$ cat config.mk
export PLATFORM = sky130hd
export DESIGN_NAME = commit_monitor
export DESIGN_NICKNAME = d
export VERILOG_FILES = /design/src/rtl/commit_pkg.sv /design/src/rtl/wb_delay_line.sv /design/src/rtl/commit_monitor.sv
export SDC_FILE = /design/constraint.sdc
export NUM_CORES = 1
export LEC_CHECK = 0
export ABC_AREA = 1
export BUFFER_PORTS_ARGS = -buffer_cell sky130_fd_sc_hd__buf_2
export CAP_MARGIN = 20
export CORE_AREA = 2 2 371 373
export CTS_CLUSTER_DIAMETER = 30
export DETAILED_ROUTE_END_ITERATION = 16
export DIE_AREA = 0 0 373 375
export GPL_ROUTABILITY_DRIVEN = 0
export GPL_TIMING_DRIVEN = 0
export PLACE_DENSITY = 0.39
export SLEW_MARGIN = 20
export SYNTH_ARGS = -nofsm -noshare
export SYNTH_HDL_FRONTEND = slang
export SYNTH_SLANG_ARGS = --single-unit
$ cat constraint.sdc
create_clock -name clk -period 2.5 [get_ports clk]
set_clock_uncertainty 0.1 [all_clocks]
set_input_delay 0.125 -clock clk [delete_from_list [all_inputs] [get_ports clk]]
set_output_delay 0.125 -clock clk [all_outputs]
set_load 0.02 [all_outputs]
$ cat src/rtl/commit_pkg.sv
// commit_pkg: record types and constants shared by commit_monitor and its delay lines
package commit_pkg;
  localparam int TRAP_CODE_W = 3;
  typedef struct packed {
    logic        valid;
    logic [63:0] pc;
    logic [31:0] inst;
    logic        skip;
    logic        wen;
    logic [7:0]  wdest;
    logic [63:0] wdata;
  } commit_rec_t;
  typedef struct packed {
    logic        wen;
    logic [4:0]  wdest;
    logic [63:0] wdata;
  } wb_rec_t;
endpackage

$ cat src/rtl/wb_delay_line.sv
// wb_delay_line: DEPTH-stage shift register for early writeback fields; DEPTH=0 is a plain wire
module wb_delay_line #(
  parameter int DEPTH = 1,
  parameter int WIDTH = 8
) (
  input  logic             clk,
  input  logic             reset,
  input  logic             clr,
  input  logic [WIDTH-1:0] d,
  output logic [WIDTH-1:0] q
);
  if (DEPTH == 0) begin : g_wire
    assign q = d;
  end else begin : g_sr
    logic [WIDTH-1:0] sr [DEPTH];
    always_ff @(posedge clk) begin
      if (reset || clr) sr <= '{default: '0};
      else begin
        sr[0] <= d;
        for (int i = 1; i < DEPTH; i++) sr[i] <= sr[i-1];
      end
    end
    assign q = sr[DEPTH-1];
  end
endmodule

$ cat src/rtl/commit_monitor.sv
// commit_monitor: multi-lane commit compaction, wb re-alignment, counters, trap latch and core reset stretcher
// Optional COMMIT_TRACE_EN compiles a per-commit/trap $display trace.
module commit_monitor
  import commit_pkg::*;
#(
  parameter int NCH        = 2,
  parameter int WB_LEAD    = 1,
  parameter int RST_CYCLES = 1
) (
  input  logic                   clk,
  input  logic                   reset,
  output logic                   core_rst,
  input  logic [NCH-1:0]         in_valid,
  input  logic [NCH*64-1:0]      in_pc,
  input  logic [NCH*32-1:0]      in_inst,
  input  logic [NCH-1:0]         in_skip,
  input  logic [NCH-1:0]         in_wen,
  input  logic [NCH*5-1:0]       in_wdest,
  input  logic [NCH*64-1:0]      in_wdata,
  input  logic                   in_trap_valid,
  input  logic [TRAP_CODE_W-1:0] in_trap_code,
  input  logic [63:0]            in_trap_pc,
  output logic [NCH-1:0]         out_valid,
  output logic [NCH*64-1:0]      out_pc,
  output logic [NCH*32-1:0]      out_inst,
  output logic [NCH-1:0]         out_skip,
  output logic [NCH-1:0]         out_wen,
  output logic [NCH*8-1:0]       out_wdest,
  output logic [NCH*64-1:0]      out_wdata,
  output logic                   trap_valid,
  output logic [TRAP_CODE_W-1:0] trap_code,
  output logic [63:0]            trap_pc,
  output logic [63:0]            cycle_cnt,
  output logic [63:0]            instr_cnt
);
  logic [3:0]  rst_cnt;
  logic        halted;
  logic        live;
  logic        trap_hit;
  logic [2:0]  n;
  wb_rec_t     wb_d [NCH];
  wb_rec_t     wb_q [NCH];
  commit_rec_t rec [NCH];
  commit_rec_t cmp [NCH];
  commit_rec_t out_rec [NCH];
  assign core_rst = |rst_cnt;
  assign live     = ~core_rst & ~halted;
  assign trap_hit = in_trap_valid & live;
  for (genvar l = 0; l < NCH; l++) begin : g_lane
    assign wb_d[l] = '{wen: in_wen[l], wdest: in_wdest[l*5 +: 5], wdata: in_wdata[l*64 +: 64]};
    wb_delay_line #(.DEPTH(WB_LEAD), .WIDTH($bits(wb_rec_t))) u_wb (
      .clk(clk), .reset(reset), .clr(core_rst), .d(wb_d[l]), .q(wb_q[l])
    );
    // x0 writes are dropped entirely, data included
    assign rec[l] = (in_valid[l] && live) ? commit_rec_t'{
      valid: 1'b1,
      pc:    in_pc[l*64 +: 64],
      inst:  in_inst[l*32 +: 32],
      skip:  in_skip[l],
      wen:   wb_q[l].wen && |wb_q[l].wdest,
      wdest: {3'b000, wb_q[l].wdest},
      wdata: |wb_q[l].wdest ? wb_q[l].wdata : 64'd0
    } : '0;
    assign out_valid[l]           = out_rec[l].valid;
    assign out_pc[l*64 +: 64]     = out_rec[l].pc;
    assign out_inst[l*32 +: 32]   = out_rec[l].inst;
    assign out_skip[l]            = out_rec[l].skip;
    assign out_wen[l]             = out_rec[l].wen;
    assign out_wdest[l*8 +: 8]    = out_rec[l].wdest;
    assign out_wdata[l*64 +: 64]  = out_rec[l].wdata;
  end
  always_comb begin
    cmp = '{default: '0};
    n = '0;
    for (int i = 0; i < NCH; i++) begin
      for (int j = 0; j < NCH; j++) if (rec[i].valid && n == 3'(j)) cmp[j] = rec[i];
      n = n + 3'(rec[i].valid);
    end
  end
  always_ff @(posedge clk) begin
    if (reset) begin
      rst_cnt    <= 4'(RST_CYCLES);
      halted     <= 1'b0;
      out_rec    <= '{default: '0};
      trap_valid <= 1'b0;
      trap_code  <= '0;
      trap_pc    <= '0;
      cycle_cnt  <= '0;
      instr_cnt  <= '0;
    end else begin
      rst_cnt    <= core_rst ? rst_cnt - 4'd1 : rst_cnt;
      out_rec    <= cmp;
      instr_cnt  <= instr_cnt + 64'(n);
      cycle_cnt  <= cycle_cnt + 64'(live);
      trap_valid <= trap_hit;
      if (trap_hit) begin
        trap_code <= in_trap_code;
        trap_pc   <= in_trap_pc;
        halted    <= 1'b1;
      end
    end
  end
`ifdef COMMIT_TRACE_EN
  always @(posedge clk) begin
    for (int i = 0; i < NCH; i++)
      if (out_rec[i].valid)
        $display("commit[%0d] %h %h %0d %0d %h", i, out_rec[i].pc, out_rec[i].inst,
                 out_rec[i].wen, out_rec[i].wdest, out_rec[i].wdata);
    if (trap_valid) $display("TRAP %0d %h", trap_code, trap_pc);
  end
`endif
endmodule
==> run metrics, run 1 <==
status=complete, but fails checks; failing checks=setup timing; Final HPWL DP=114 mm; sequential element share of the synthesized area=54.2%; gr usage total=between 20% and 30%; crit path DAT=~3.4 ns; worst-path maximum fanout=5; DRT iter0 DRCs=roughly 1300; die area=0.140 sq mm; FMAX=359 MHz; maxcap violations=0; first-pass GRT wire length=just over 200 mm; CTS max path bufs=3; row count=between 100 and 150; WL final=roughly 150 mm; worst slew pin tran=1.05 ns; Ys Warns=0; period utilization=111%; fraction of registers with async set or reset after synthesis=0%; Final Util=34.3%; post-synth top area cell=dfxtp_1; Routed Antenna Nets=0; H-tree depth=4; P_leak=21.4 nW; critical path data required time=3.06 ns; Yosys cell types=31; Slew HR=between 30% and 40%; Die W=approximately 370 um; Mapped Cells=between 3000 and 4000; DRT Pass-1 Iters=5; later-pin clock latency in the skew report=between 0.7 and 0.8 ns; VDD IR max=between 0.5 and 0.6 mV; Worst Setup Path Type=reg2reg; Slew Limit Fails=0; CTS buffer count=189; worst hold slack=0.0715 ns; crit-path cells=inv_2 -> ha_4 -> nand2_4 -> nor2_4 -> nand2_8 -> buf_12 -> nor2_4 -> fa_2 -> ha_4 -> nand2_4 -> nor2_4 -> nand2_4 -> nor2_4 -> nand2_2 -> nor2_4 -> nand2_1 -> nand2_1 -> nor2_1; cell area after layout=about 0.047 sq mm; residual DRC count=0; CTS Root Cell=clkbuf_16; pwr dens=between 900 and 1000 mW/mm^2; Avg Cell Area, Syn=~7.7 sq um; crit path setup slack, layout=-0.286 ns; placed cell areas=around 0.032 sq mm; top cells by count, synth=nand2_1 (724), dfxtp_1 (677), nor2_1 (503); crit start category=flop; die height=375 um; Worst path max stage delay=~0.32 ns; number of global-route vias before repair=approximately 30000; Boundary Pins=roughly 950; core footprint=roughly 0.14 sq mm; Worst setup EP type=flop; Total Neg Setup Slack=-13.55 ns; share of the synthesized area in the top cell type=a little over half; GRT overflow=0; Port Buffers=between 900 and 1000; routed vias=between 20000 and 30000; Final Hold Fails=0; register area=between 0.01 and 0.015 sq mm; Net count, final=~5500; slowest cell on the critical path=dfxtp_2; top-count cell post-synth=nand2_1; post-synthesis sequential element count=between 600 and 700; Reg clk slew, reported paths=0.04 ns; Avg Vias per Cell=approximately 4.1; multi-input logic area=approximately 0.010 sq mm; synth top area cells=dfxtp_1 (54%), nand2_1 (11%), nor2_1 (7.5%); min cycle time layout=~2.8 ns; EDFF count, synth=0; initial antenna violation count=10; CTS Sinks=slightly below 700; CTS tree=done; fraction of layout instances using a drive strength above 1=a little under a third; fillers=around 14000; largest net degree at the start of global routing=17; Setup-failing EPs final=90; DR WL/cell=approximately 21 um; RSZ-0062 raised after global routing=yes; Synth Cell Area=roughly 0.025 sq mm; Synth Flop Type=dfxtp_1; Initial Util=approximately 18%; Hold WC Path Type=in2reg; CP most frequent cell=nor2_4; area delta synth->final=87.0%
metal layers:
layer  part of all wire [%]  vias up  GRT usage, %
met5                  0.018        -             0
met4                    4.2        4          9.43
met3                    7.4      267          6.87
met2                     49     1067          35.2
met1                     40    13600          22.4
li1                       -    14000             -
cell type report:
class / count / area share [%]
Sequential cell: 677 / 29.0
Timing Repair Buffer: 1637 / 24.9
Multi-Input combinational cell: 2000 / 21.7
Clock buffer: 244 / 11.3
Tap cell: 1794 / 4.80
Inverter: 410 / 3.34
Clock inverter: 104 / 2.91
Buffer: 174 / 1.97
Antenna cell: 12 / 0.0642
placed cells by master (no fill, tap or decap), types with 7 or more instances in the layout:
master,synthesis,routed
clkbuf_1,85,89
nor3_2,0,11
clkinvlp_4,0,18
nand4_1,91,91
xor2_1,16,15
buf_1,9,9
nor2_1,503,451
a21oi_1,183,176
buf_4,14,64
nand3_2,0,22
nor2_4,7,58
diode_2,0,12
clkinv_2,0,37
inv_1,403,394
nor2_2,6,7
nand2_2,1,10
nor3_1,171,157
o21ai_2,0,10
clkbuf_8,0,32
dlygate4sd3_1,0,623
buf_6,8,35
o21ai_0,34,16
nand2_1,724,684
inv_2,7,11
nand2_4,1,31
clkbuf_2,0,13
buf_2,60,988
nand3_1,121,96
bufinv_16,0,22
o21ai_1,0,8
clkbuf_16,0,191
o21bai_1,14,14
clkinv_4,0,10
o31ai_1,99,93
dfxtp_1,677,675
path summary, 6_finish.rpt:
check,startpoint,to,slack [ns],depth (start not counted)
worst max-delay path,rst_cnt[1],instr_cnt[56],-0.29,18
worst min-delay path,in_trap_pc[15],trap_pc[15],0.07,4
worst max register to register,rst_cnt[1],instr_cnt[56],-0.29,18
worst min register to register,g_lane[0].u_wb.q[55],out_wdata[55],0.33,2
registers in the layout, indices dropped and copies added (netlist names):
name           flops
out_pc           128
instr_cnt         64
trap_pc           64
out_wdest         10
g_lane.u_wb.q    140
out_valid          2
halted             1
out_inst          64
out_wen            2
out_skip           2
rst_cnt            4
trap_valid         1
cycle_cnt         64
out_wdata        128
trap_code          3
kinds of logic (layout without fill, tap and decap cells):
logic type | Yosys count | count (layout) | synth area share [%]
AO/OA/AOI/OAI | 336 | 336 | 7.91
XOR/XNOR | 19 | 19 | 0.665
adder cells (fa/ha/maj) | 6 | 6 | 0.330
buffers and inverters | 586 | 2569 | 9.55
flip-flops | 677 | 677 | 54.2
other | 1 | 18 | 0.0150
AND/OR/NAND/NOR | 1633 | 1633 | 27.3
per-stage QoR:
step / setup slack [ns] / std cells / power, mW
3_5_place_dp: -0.906 / 5992 / 18.8
5_1_grt: -0.398 / 7042 / 46.3
4_1_cts: -0.306 / 7014 / 45.0
6_report: -0.286 / 7052 / 44.5
2_1_floorplan: -0.000140 / 3263 / 15.7
3_3_place_gp: -0.932 / 5992 / 18.8
where the power goes:
| part | switching (mW) | total, mW | internal (mW) |
|---|---|---|---|
| registers | 0.467 | 12.2 | 11.8 |
| clock network | 7.69 | 24.8 | 17.1 |
| logic | 5.04 | 7.51 | 2.47 |
| total | 13.2 | 44.5 | 31.3 |
timing repair:
| action | 4_1_cts | 5_1_grt |
|---|---|---|
| resized for setup | 230 | 120 |
| hold buffers | 623 | 0 |
| pin swaps | 76 | 46 |
| endpoints found under the hold margin | 418 | 0 |
| setup buffers | 54 | 28 |
| endpoints found under the setup margin | 403 | 251 |
critical path: cells and delay by family, from the launching register on:
family / cells / cell delay [ns]
adders and majority gates: 3 / 0.57
buffers and inverters: 2 / 0.21
DFF: 1 / 0.32
and+or+nand+nor: 13 / 1.48
Power figures use the tool's default switching activity.
==> run 2: changes to the inputs <==
--- a/config.mk
+++ b/config.mk
@@ -13,7 +13,6 @@
 export DETAILED_ROUTE_END_ITERATION = 16
 export DIE_AREA = 0 0 373 375
 export GPL_ROUTABILITY_DRIVEN = 0
-export GPL_TIMING_DRIVEN = 0
 export PLACE_DENSITY = 0.39
 export SLEW_MARGIN = 20
 export SYNTH_ARGS = -nofsm -noshare
==> run 2 against run 1 <==
The flow still finishes with violations (setup timing). Global-route usage fell by 1.8 points. Total power rose by 0.38%. Count of clock-buffer cells in the layout fell by 2. Non-clock buffer count fell by 127. Combinational power fell by 5.3%. Wire length fell by 8.0%. First-iteration DRC count rose by 4.5%. Critical path type unchanged. Critical endpoint is now instr_cnt[50]. Largest power group unchanged.
==> run metrics, run 2 (synthesis results as in run 1) <==
Finished Layout Cells=6910; Place WS=-0.0708 ns; row count=136; worst-path maximum fanout=4; DRT iter0 DRCs=about 1400; RSZ-0062 raised after global routing=yes; min cycle time layout=about 2.5 ns; number of global-route vias before repair=28800; CTS buffer count=between 150 and 200; worst hold slack=0.0602 ns; CP delay by family, top=simple AND/OR/NAND/NOR gates; failing checks=setup timing; crit path setup slack, layout=-0.0151 ns; critical path data required time=3.09 ns; CTS Sinks=a little under 700; fillers=roughly 14000; H-tree depth=4; Slew HR=between 30% and 40%; crit path DAT=between 3 and 4 ns; max reg flops=140; Final HPWL DP=approximately 100 mm; multi-input logic area=around 0.0095 sq mm; die area=roughly 0.14 sq mm; Die W=around 370 um; placed cell areas=~0.032 sq mm; DR WL/cell=around 20 um; die height=about 380 um; largest net degree at the start of global routing=approximately 130; CTS max path bufs=3; Boundary Pins=945; Slew Limit Fails=0; maxcap violations=0; FMAX=between 300 and 400 MHz; later-pin clock latency in the skew report=between 0.7 and 0.8 ns; Avg Vias per Cell=4.11; Final Power=44.7 mW; pwr dens=~980 mW/mm^2; crit start category=flop; VDD IR max=0.627 mV; Net count, final=approximately 5400; Worst path max stage delay=slightly above 0.3 ns; gr usage total=18.5%; slowest cell on the critical path=dfxtp_2; routed vias=between 20000 and 30000; Worst Setup Path Type=reg2reg; core footprint=roughly 0.14 sq mm; Final Hold Fails=0; Initial Util=18.3%; DRT Pass-1 Iters=5; worst slew pin tran=~0.93 ns; commonest non-fill, non-tap cells in the layout=buf_2 (936), nand2_1 (696), dfxtp_1 (675), dlygate4sd3_1 (589), nor2_1 (475); Worst setup EP type=flop; GRT overflow=0; Routed Antenna Nets=0; Setup-failing EPs final=3; Total Neg Setup Slack=-0.0256 ns; leading cell type in the layout, fill and taps excluded=buf_2; cell count after placement=between 5000 and 6000; Hold WC Path Type=in2reg; cell area after layout=between 0.04 and 0.05 sq mm; initial antenna violation count=3; Critical path buffers and inverters=2; WL final=135 mm; residual DRC count=0; status=complete, but fails checks; CTS tree=done; first-pass GRT wire length=between 150 and 200 mm; Port Buffers=approximately 940; period utilization=101%; CTS Root Cell=clkbuf_16; Reg clk slew, reported paths=approximately 0.05 ns; Final Util=about a third; P_leak=20.9 nW; Reg2Reg Setup Slack=-0.02 ns; register area=roughly 0.014 sq mm; area delta synth->final=82.8%; fraction of layout instances using a drive strength above 1=29.7%; crit-path cells=inv_2 -> ha_4 -> nand2_4 -> nor2_4 -> nand2_4 -> nor2_4 -> fa_2 -> ha_4 -> nand2_4 -> nor2_4 -> buf_4 -> nand3_4 -> nor2_2 -> nand3_1 -> nor2b_1 -> nor2_1
## run 2: timing repair
action / CTS / global route
pin swaps: 8 / 35
hold buffers: 589 / 0
hold endpoints to repair: 470 / 0
gates resized for setup: 13 / 94
gates cloned: 0 / 2
setup endpoints to repair: 29 / 159
setup buffers: 1 / 27
## run 2: path summary, 6_finish.rpt
| path | from | endpoint | cells after the start |
|---|---|---|---|
| hold / removal | in_wdata[122] | g_lane[1].u_wb.q[58] | 4 |
| hold reg to reg | g_lane[1].u_wb.q[28] | out_wdata[92] | 2 |
| setup reg to reg | rst_cnt[1] | instr_cnt[50] | 16 |
| setup / recovery | rst_cnt[1] | instr_cnt[50] | 16 |
## run 2: layer usage
layer,wire length (um),up-vias,global-route usage (%),share of wire [%]
met5,13,-,0,0.0096
met2,64400,1055,31.4,48
met3,9890,233,6.04,7.3
met1,56000,13300,21.5,41
met4,4890,2,7.46,3.6
li1,-,13800,-,-
## run 2: power by group
part	switching, mW	internal (mW)	total [mW]
Sequential	0.456	11.8	12.2
Combinational	4.60	2.51	7.11
Clock	7.46	17.9	25.4
Total	12.5	32.2	44.7
## run 2: area by class of cell
class,count,area share [%]
timing repair buffer,1684,26.6
antenna,2,0.0109
clock buffer,242,11.5
multi-input combinational,2000,20.7
tap,1794,4.91
sequential,677,29.7
clock inverter,101,3.31
inverter,410,3.40
## run 2: worst min-delay path, cell delays in order
cell and delay, ns:
dlygate4sd3_1 0.51, buf_2 0.09, inv_1 0.06, nor2_1 0.10
==> run 3: changes to the inputs <==
--- a/config.mk
+++ b/config.mk
@@ -13,7 +13,7 @@
 export DETAILED_ROUTE_END_ITERATION = 16
 export DIE_AREA = 0 0 373 375
 export GPL_ROUTABILITY_DRIVEN = 0
-export PLACE_DENSITY = 0.39
+export RECOVER_POWER = 50
 export SLEW_MARGIN = 20
 export SYNTH_ARGS = -nofsm -noshare
 export SYNTH_HDL_FRONTEND = slang
==> constraint.sdc (replaced) <==
create_clock -name clk -period 2.5 [get_ports clk]
set_clock_uncertainty 0.1 [all_clocks]
set_input_delay 0.5 -clock clk [delete_from_list [all_inputs] [get_ports clk]]
set_output_delay 0.5 -clock clk [all_outputs]
set_load 0.02 [all_outputs]
==> run 3 against run 2 <==
The run still ends with setup timing left. Sequential power about the same. Sequential share of layout area increased by 1.3 points. Count of clock-buffer cells in the layout decreased by 43. Fmax increased by 0.42%. Non-clock buffer count decreased by 150. Wire length increased by 2.7%. Hold slack improved by 0.0026 ns. Register-to-register slack about the same. Critical path type unchanged. Largest power group unchanged.
==> run metrics, run 3 (synthesis results as in run 1) <==
max reg flops=140; P_leak=between 20 and 25 nW; CTS buffer count=between 150 and 200; cell area after layout=0.0438 sq mm; internal power=a little over 30 mW; slowest cell on the critical path=dfxtp_2; Finished Layout Cells=between 6000 and 7000; Setup-failing EPs final=1; commonest non-fill, non-tap cells in the layout=buf_2 (935), nand2_1 (693), dfxtp_1 (676), nor2_1 (471), inv_1 (395); Initial Util=roughly 18%; Port Buffers=between 900 and 1000; first-pass GRT wire length=around 190 mm; Net count, final=~5200; Worst setup EP type=flop; crit path DAT=about 3 ns; crit-path cells=inv_2 -> ha_4 -> nand2_4 -> nor2_4 -> nand2_4 -> nor2_4 -> fa_2 -> ha_4 -> nand2_4 -> nor2_4 -> nand2_4 -> nor2_4 -> nand2_2 -> nor2_2 -> nand2_1 -> nand2_1 -> nor2_1; min cycle time layout=approximately 2.5 ns; Final Hold Fails=0; DR WL/cell=approximately 21 um; RSZ-0062 raised after global routing=yes; die area=around 0.14 sq mm; CTS max path bufs=3; Routed Antenna Nets=0; residual DRC count=0; number of global-route vias before repair=around 28000; die height=around 380 um; H-tree depth=4; worst-path maximum fanout=6; largest net degree at the start of global routing=99; core footprint=between 0.1 and 0.15 sq mm; crit path setup slack, layout=-0.00451 ns; FMAX=about 400 MHz; leading cell type in the layout, fill and taps excluded=buf_2; Clk pwr share=between 50% and 60%; critical path data required time=approximately 3.1 ns; area delta synth->final=75.1%; CTS Sinks=between 600 and 700; status=complete, but fails checks; Worst Setup Path Type=reg2reg; WL final=139 mm; initial antenna violation count=20; DRT iter0 DRCs=around 2100; routed vias=about 29000; Reg clk slew, reported paths=~0.050 ns; switching share of power=about 30%; period utilization=100%; GRT overflow=0; failing checks=setup timing; pwr dens=between 900 and 1000 mW/mm^2; Gate power share=between 10% and 20%; Switch Pwr=12.8 mW; maxcap violations=0; CTS Root Cell=clkbuf_16; r2r startpoint=rst_cnt[1]; row count=about 140; placed cell areas=between 0.03 and 0.04 sq mm; Die W=about 370 um; gr usage total=about a fifth; hold path startpoint=in_inst[23]; Hold WC Path Type=in2reg; Final HPWL DP=104 mm; fillers=between 10000 and 15000; later-pin clock latency in the skew report=between 0.7 and 0.8 ns; Worst path max stage delay=a little over 0.3 ns; CTS tree=done; Avg Vias per Cell=between 4 and 5; Crit. Startpoint=rst_cnt[1]; Slew Limit Fails=0; Seq pwr share=~28%; cell count after placement=approximately 6000; Final Power=~43 mW; Slew HR=~47%; VDD IR max=just under 0.6 mV; fraction of layout instances using a drive strength above 1=a little under a third; Boundary Pins=945; DRT Pass-1 Iters=7; worst slew pin tran=0.798 ns; crit start category=flop
run 3: cell types whose count changed in the layout (fill, tap and decap cells not counted), sizes merged:
cell / before / now
clkinvlp: 10 / 22
inv: 418 / 424
buf: 1093 / 1140
bufinv: 32 / 28
diode: 2 / 10
dlygate4sd3: 589 / 390
clkbuf: 244 / 203
clkinv: 51 / 52
run 3: worst paths after layout:
check        cells past startpoint       endpoint  slack [ns]
max                             17  instr_cnt[56]      -0.005
min                              4   out_inst[23]        0.06
min reg2reg                      2  out_wdata[48]        0.32
max reg2reg                     17  instr_cnt[56]      -0.005
run 3: stage by stage:
step | hold WS (ns) | worst slack, ns | utilization (%) | setup TNS [ns]
after global routing | 0.0284 | -0.154 | 32.1 | -3.47
final | 0.0628 | -0.00451 | 32.1 | -0.00451
after floorplan | 0.324 | -0.000140 | - | -0.000140
after CTS | 0.00219 | -0.00450 | 31.6 | -0.00450
after global placement | 0.328 | -0.132 | 24.1 | -0.529
after detailed placement | 0.333 | -0.116 | 24.1 | -2.12
run 3: worst max-delay path, delay by kind of cell (launching register included):
kind | cells | cell delay, ns
adders and majority gates | 3 | 0.57
buffers and inverters | 1 | 0.07
and+or+nand+nor | 13 | 1.33
DFF | 1 | 0.31
run 3: area by class of cell:
class	count	area, sq um	share of cell area (%)
diodes	10	25.0	0.0571
clock buffers	199	4540	10.4
clock inverters	116	1720	3.93
inverters	410	1560	3.56
multi-input cells	2000	9570	21.8
flip-flops and latches	677	13600	30.9
well taps	1794	2240	5.13
repair buffers	1534	10600	24.2
run 3: per-layer routing:
layer,share of wire [%],wire (um),GRT usage (%),up-vias
li1,-,-,-,13400
met1,40,54900,21.7,13500
met2,45,63100,30.2,1474
met3,9.6,13300,7.25,388
met4,5.3,7340,9.73,18
met5,0.079,110,0,-
run 3: power by group through the flow:
stage                     clock network, mW  logic [mW]  registers [mW]
after floorplan                           0        2.82            12.9
after global placement                    0        6.24            12.4
after detailed placement                  0        6.27            12.4
after CTS                              24.0        6.94            12.2
after global routing                   24.7        7.68            12.3
final                                  23.7        7.16            12.3
run 3: timing repair:
item / 4_1_cts / 5_1_grt
endpoints found under the setup margin: 67 / 169
hold endpoints to repair: 395 / 2
gates resized for setup: 23 / 117
hold buffers: 388 / 2
pin swaps: 12 / 41
gates cloned: 0 / 4
setup buffers: 6 / 21
